[src/rtl/alu_share_arbiter.sv]
// Two-port arbiter time-sharing one combinational ALU: grant, drive ALU for one cycle,
// then hold the captured response until the owning port accepts it.
module alu_share_arbiter #(
  parameter bit RR_EN = 1'b1
) (
  input  logic        clk,
  input  logic        rst,

  input  logic        req0_valid,
  output logic        req0_ready,
  input  logic [31:0] req0_a,
  input  logic [31:0] req0_b,
  input  logic [3:0]  req0_ctrl,

  input  logic        req1_valid,
  output logic        req1_ready,
  input  logic [31:0] req1_a,
  input  logic [31:0] req1_b,
  input  logic [3:0]  req1_ctrl,

  output logic        rsp0_valid,
  input  logic        rsp0_ready,
  output logic [31:0] rsp0_result,
  output logic [3:0]  rsp0_flags,
  output logic        rsp0_err,

  output logic        rsp1_valid,
  input  logic        rsp1_ready,
  output logic [31:0] rsp1_result,
  output logic [3:0]  rsp1_flags,
  output logic        rsp1_err,

  output logic [31:0] alu_a,
  output logic [31:0] alu_b,
  output logic [3:0]  alu_ctrl,

  input  logic [31:0] alu_result,
  input  logic        alu_zero,
  input  logic        alu_n,
  input  logic        alu_v,
  input  logic        alu_c
);

  typedef enum logic [1:0] {StIdle, StExec, StResp} state_e;

  state_e      state_q, state_d;
  logic        owner_q, owner_d;
  logic        last_q, last_d;
  logic [31:0] a_q, a_d;
  logic [31:0] b_q, b_d;
  logic [3:0]  ctrl_q, ctrl_d;
  logic [31:0] res_q, res_d;
  logic [3:0]  flags_q, flags_d;
  logic        err_q, err_d;

  logic gnt_valid;
  logic gnt_id;
  logic owner_rsp_ready;

  function automatic logic ctrl_legal(input logic [3:0] c);
    logic ok;
    case (c)
      4'b0000, 4'b0001, 4'b0010, 4'b0011, 4'b0100,
      4'b0101, 4'b0110, 4'b1001, 4'b1010: ok = 1'b1;
      default:                            ok = 1'b0;
    endcase
    return ok;
  endfunction

  // Grant only exists in idle and out of reset; on contention pick the port not served last.
  always_comb begin
    gnt_valid = 1'b0;
    gnt_id    = 1'b0;
    if (state_q == StIdle && !rst) begin
      if (req0_valid && req1_valid) begin
        gnt_valid = 1'b1;
        gnt_id    = RR_EN ? ~last_q : 1'b0;
      end else if (req0_valid) begin
        gnt_valid = 1'b1;
        gnt_id    = 1'b0;
      end else if (req1_valid) begin
        gnt_valid = 1'b1;
        gnt_id    = 1'b1;
      end
    end
  end

  assign req0_ready      = gnt_valid && !gnt_id;
  assign req1_ready      = gnt_valid && gnt_id;
  assign owner_rsp_ready = owner_q ? rsp1_ready : rsp0_ready;

  always_comb begin
    state_d  = state_q;
    owner_d  = owner_q;
    last_d   = last_q;
    a_d      = a_q;
    b_d      = b_q;
    ctrl_d   = ctrl_q;
    res_d    = res_q;
    flags_d  = flags_q;
    err_d    = err_q;
    alu_a    = '0;
    alu_b    = '0;
    alu_ctrl = '0;
    unique case (state_q)
      StIdle: begin
        if (gnt_valid) begin
          state_d = StExec;
          owner_d = gnt_id;
          last_d  = gnt_id;
          a_d     = gnt_id ? req1_a    : req0_a;
          b_d     = gnt_id ? req1_b    : req0_b;
          ctrl_d  = gnt_id ? req1_ctrl : req0_ctrl;
        end
      end
      StExec: begin
        alu_a    = a_q;
        alu_b    = b_q;
        alu_ctrl = ctrl_q;
        state_d  = StResp;
        // Illegal codes ignore whatever the ALU returns.
        if (ctrl_legal(ctrl_q)) begin
          res_d   = alu_result;
          flags_d = {alu_zero, alu_n, alu_v, alu_c};
          err_d   = 1'b0;
        end else begin
          res_d   = '0;
          flags_d = '0;
          err_d   = 1'b1;
        end
      end
      StResp: begin
        if (owner_rsp_ready) begin
          state_d = StIdle;
        end
      end
      default: state_d = StIdle;
    endcase
  end

  always_ff @(posedge clk) begin
    if (rst) begin
      state_q <= StIdle;
      owner_q <= 1'b0;
      last_q  <= 1'b1;
      a_q     <= '0;
      b_q     <= '0;
      ctrl_q  <= '0;
      res_q   <= '0;
      flags_q <= '0;
      err_q   <= 1'b0;
    end else begin
      state_q <= state_d;
      owner_q <= owner_d;
      last_q  <= last_d;
      a_q     <= a_d;
      b_q     <= b_d;
      ctrl_q  <= ctrl_d;
      res_q   <= res_d;
      flags_q <= flags_d;
      err_q   <= err_d;
    end
  end

  assign rsp0_valid  = (state_q == StResp) && !owner_q;
  assign rsp1_valid  = (state_q == StResp) && owner_q;
  assign rsp0_result = res_q;
  assign rsp1_result = res_q;
  assign rsp0_flags  = flags_q;
  assign rsp1_flags  = flags_q;
  assign rsp0_err    = err_q;
  assign rsp1_err    = err_q;

endmodule
[config.mk]
export PLATFORM = sky130hd
export DESIGN_NAME = alu_share_arbiter
export DESIGN_NICKNAME = d
export VERILOG_FILES = /design/src/rtl/alu_share_arbiter.sv
export SDC_FILE = /design/constraint.sdc
export NUM_CORES = 1
export LEC_CHECK = 0
export CAP_MARGIN = 10
export CELL_PAD_IN_SITES_DETAIL_PLACEMENT = 1
export CELL_PAD_IN_SITES_GLOBAL_PLACEMENT = 2
export CORE_ASPECT_RATIO = 0.8
export CORE_UTILIZATION = 20
export CTS_CLUSTER_DIAMETER = 150
export DETAILED_ROUTE_END_ITERATION = 7
export MAX_ROUTING_LAYER = met4
export PLACE_DENSITY_LB_ADDON = 0.1
export SLEW_MARGIN = 0
export SYNTH_ARGS = -nofsm -noshare
export SYNTH_HDL_FRONTEND = slang
export SYNTH_SLANG_ARGS = --single-unit
[constraint.sdc]
create_clock -name clk -period 4.24 [get_ports clk]
set_input_delay 0.848 -clock clk [delete_from_list [all_inputs] [get_ports clk]]
set_output_delay 0.848 -clock clk [all_outputs]
set_load 0.05 [all_outputs]
# Word level (Yosys, flattened, before mapping)
# Memory sizes are Yosys's and may differ from the RTL's. A register that Yosys moved wholly into a read port is not among the register bits.
# Cells that the tools add are included.
# op_classes
bitwise_logic,1
n_reduce_logical,12
n_mux,23
eq_ne,4
# op_table
operator,count
$mux W32,5
$mux W4,5
$mux W1,10
$logic_and A1 B1 Y1,6
$pmux W2 S3,1
$mux W2,2
$ne A2 B2 Y1 const B,2
$reduce_and A2 Y1,2
$logic_not A1 Y1,3
$eq A2 B1 Y1 const B,1
$eq A2 B2 Y1 const B,1
$logic_not A2 Y1,1
$not A1 Y1,1
# totals
mem_count,1
ff_bits,109
word_cells,50
mem_bits_ro,16
out_inout_bits,146
inputBits,178
# mem_list
name,words,width,read_ports,rd_ports_with_merged_regs,wr,line,text
(no name shown),16,1,1,1,0,62,case (c)

# Logic depth before layout (Yosys ltp)
# logic_depth
ltp_word,7
mapped_depth,10
depth_no_buf,7

# Worst setup path after synthesis
# Ideal clock, no wire load.
# synth_timing
kind,input -> output
start,input port rst
end,output port req1_ready
required_time_ns,3.392
path_buffers,2
arrival_ns,1.705
path_stages,4
slack_ns,1.687
path_cell_list,buf_2 -> or3_4 -> nor2_8 -> buf_6
# synth_via
elab_chain_len,4
elab_cells_between_ends,5
cone_classes,mux (2); reduce/logical (3)
# synth_lines
item,line,text
from (decl),7,"input logic rst,"
$logic_not A1 Y1 *,74,if (state_q == StIdle && !rst) begin
$logic_and A1 B1 Y1 *,74,
$mux W1,74,
$logic_and A1 B1 Y1 *,89,assign req1_ready = gnt_valid && gnt_id;
to (decl),16,"output logic req1_ready,"
# Mark *: on every way between the ends. The rest lies on a longest branch, timed or not.

# Final worst setup path
# layout_timing
start,register state_q[0]
end,output port alu_ctrl[2]
# layout_via
elab_chain_len,2
# layout_lines
item,line,text
from (decl),46,"state_e state_q, state_d;"
from (signal assigned),143,state_q <= StIdle;
from (signal assigned),153,state_q <= state_d;
$eq A2 B1 Y1,105,unique case (state_q)
$mux W4,105,
to (decl),35,"output logic [3:0] alu_ctrl,"
# No other way between the ends.

==> flow_summary.yaml <==
logic_synthesis:
  synth.distinct_cells: 36
  synthArstFlopShare: 0
  synthCells: 618
  yosys_warnings: 0
  avgSynthCellArea_um2: 8.18
  ys.flop_type: "dfxtp_1"
  synth-seq-cells: 110
  synth_fp_nets: 797
  synth_edf_count: 0
  ys_seq_area_frac: 0.436
  netlist_area_um2: 5060
power_and_ir_drop:
  peakVddDrop_uv: 180
  power_density_nw_per_um2: 347
  power_frac_seq: 0.406
  p_leak_uw: 0.00296
  switching_share: 0.345
  netSwitchingPower_uw: 1020
  power.internal_uw: 1930
  power.share.clock: 0.284
  share_comb_of_total_power: 0.310
clock_tree:
  clock_path_buffers: 2
  clk_pin_slew_worst_paths_ns: 0.07
  cts-root-buf: "clkbuf_16"
  postCtsSetupRepairBufs: 0
  cts_hold_buf: 0
  worst_skew_pair.late_latency_ns: 0.35
  cts_tree: "yes"
  cts_buffers: 9
  post_cts_resized: 0
  numClockSinks: 110
  cts-htree-levels: 3
setup_path:
  cp_slowest_cell: "clkdlybuf4s50_1"
  end_kind: "output port"
  crit_family: "buffers and inverters"
  crit_path_max_incr_delay_ns: 0.90
  cp.arrival_ns: 2.80
  cp.required_ns: 3.39
  critPathLaunchType: "register"
  crit_buf_inv: 2
  path_cells: "nor2b_4 -> buf_12 -> and2_1 -> clkdlybuf4s50_1"
  crit_fanout: 72
  worst-setup-path-type: "register to output port"
timing:
  post-route-period-util: 0.860
  maxSlewViolCount: 0
  finalSetupTns_ns: 0
  hold_violations: 0
  setup_violations: 0
  rsz0062_at_grt: "false"
  layout_min_cycle_time_ns: 3.64
  fmax_ghz: 0.274
  relSlewSlack: 0.531
  tightestPinTransition_ns: 0.701
  finClkSkew_ns: 0.00908
  hold_ws_ns: 0.457
cells_and_area:
  mostFrequentLayoutCells: "clkdlybuf4s50_1, dfxtp_1, nand3_1"
  layout_commonest_cell: "clkdlybuf4s50_1"
  drive_gt1_frac: 0.0426
  fin_util: 0.346
  area_growth_pct: 68.0
  final_nets: 1042
grt:
  grt.total_usage: 0.155
  grt_pass1_vias: 5339
  antenna_found_initial: 1
  grt_first_pass_wirelength_mm: 30.4
  grt_overflow_total: 0
  grt_max_degree: 114
detailed_routing:
  drtAntennaViolNets: 0
  dr.pass1.iters: 8
  via_per_inst: 4.43
  vias: 5262
  routed_wl_mm: 19.8
  initialDrtViolationCount: 164
  post_drt_wl_per_cell_um: 16.7
  drc: 19
hold_path:
  hp-class: "register to register"
placement:
  dp_hpwl_mm: 14.4
  gp_congestion: 0.707
  port_buffers: 323
floorplan:
  die-area_um2: 25900
  die_h_um: 144
  start_util: 0.206
  die_w_um: 180
  io_pins: 324
  rows: 51
  fp.coreArea_um2: 24600
status:
  violations: "DRC"
  status: "finished with violations"
run:
  cap_violations: 0
## kinds of logic (layout without fill, tap and decap cells)
group | count (synthesis) | count (layout) | share of synthesized area
and+or+nand+nor | 224 | 224 | 0.238
AOI/OAI and AO/OA | 181 | 181 | 0.201
muxes | 2 | 2 | 0.00396
adders and majority gates | 1 | 1 | 0.00247
other | 0 | 1 | 0
buffers and inverters | 100 | 350 | 0.119
DFF | 110 | 110 | 0.436
## worst min-delay path: cells and delay by family, from the launching register on
family             cells  cell delay (ns)
DFF                    1             0.31
and+or+nand+nor        1             0.05
AOI/OAI and AO/OA      1             0.05
## per-layer routing
metal	vias up	global-route usage	wire length (µm)
met4	0	0.0381	260
met2	166	0.266	9780
met5	-	-	0
li1	2644	-	-
met3	15	0.0468	1390
met1	2437	0.177	8400
## registers in the layout, indices dropped and copies added, names as in the netlist, named ones only
register,cells
rsp0_result,32
owner_q,1
state_q,2
rsp0_err,1
ctrl_q,4
last_q,1
rsp0_flags,4
a_q,32
b_q,32
## power by group through the flow
stage | sequential, µW | combinational [µW] | clock [µW]
after floorplan | 1290 | 484 | 0
after global placement | 1220 | 918 | 0
after detailed placement | 1220 | 929 | 0
after CTS | 1200 | 932 | 887
after global routing | 1210 | 984 | 928
final | 1200 | 914 | 838
## cell usage after synthesis, types with 3 or more instances
| cell | instances | area share |
|---|---|---|
| a21oi_1 | 37 | 0.037 |
| and2_1 | 68 | 0.084 |
| buf_1 | 13 | 0.0097 |
| buf_2 | 15 | 0.015 |
| buf_4 | 39 | 0.058 |
| buf_6 | 4 | 0.0089 |
| clkbuf_1 | 25 | 0.019 |
| dfxtp_1 | 110 | 0.44 |
| nand2_1 | 36 | 0.027 |
| nand3_1 | 104 | 0.10 |
| nand4_1 | 3 | 0.0037 |
| nor2_1 | 3 | 0.0022 |
| o21ai_0 | 58 | 0.057 |
| o21ai_1 | 11 | 0.011 |
| o22ai_1 | 65 | 0.080 |
## through the flow
step	total power [µW]	cell area, µm²	setup WS (ns)	std cells
after CTS	3020	8490	0.514	1186
after detailed placement	2150	8210	0.911	1170
after global placement	2130	8210	0.906	1170
after global routing	3120	8490	0.397	1187
final	2950	8490	0.595	1187
after floorplan	1770	5060	1.69	618
## path summary, 6_finish.rpt
kind	startpoint	end	slack, ns	depth (start not counted)
hold / removal	b_q[5]$_SDFFE_PP0N_	b_q[5]$_SDFFE_PP0N_	0.46	2
setup reg to reg	state_q[1]$_SDFFE_PP0P_	a_q[7]$_SDFFE_PP0N_	2.00	5
setup / recovery	state_q[0]$_SDFFE_PP0P_	alu_ctrl[2]	0.60	4
hold reg to reg	b_q[5]$_SDFFE_PP0N_	b_q[5]$_SDFFE_PP0N_	0.46	2
## area by class of cell
| type | instances | area, µm² |
|---|---|---|
| Sequential cell | 110 | 2200 |
| Multi-Input combinational cell | 408 | 2270 |
| Tap cell | 318 | 398 |
| Inverter | 2 | 7.51 |
| Timing Repair Buffer | 332 | 3330 |
| Fill cell | 2849 | 16100 |
| Clock buffer | 10 | 239 |
| Clock inverter | 6 | 45.0 |
| Antenna cell | 1 | 2.50 |
Power figures use the tool's default switching activity.
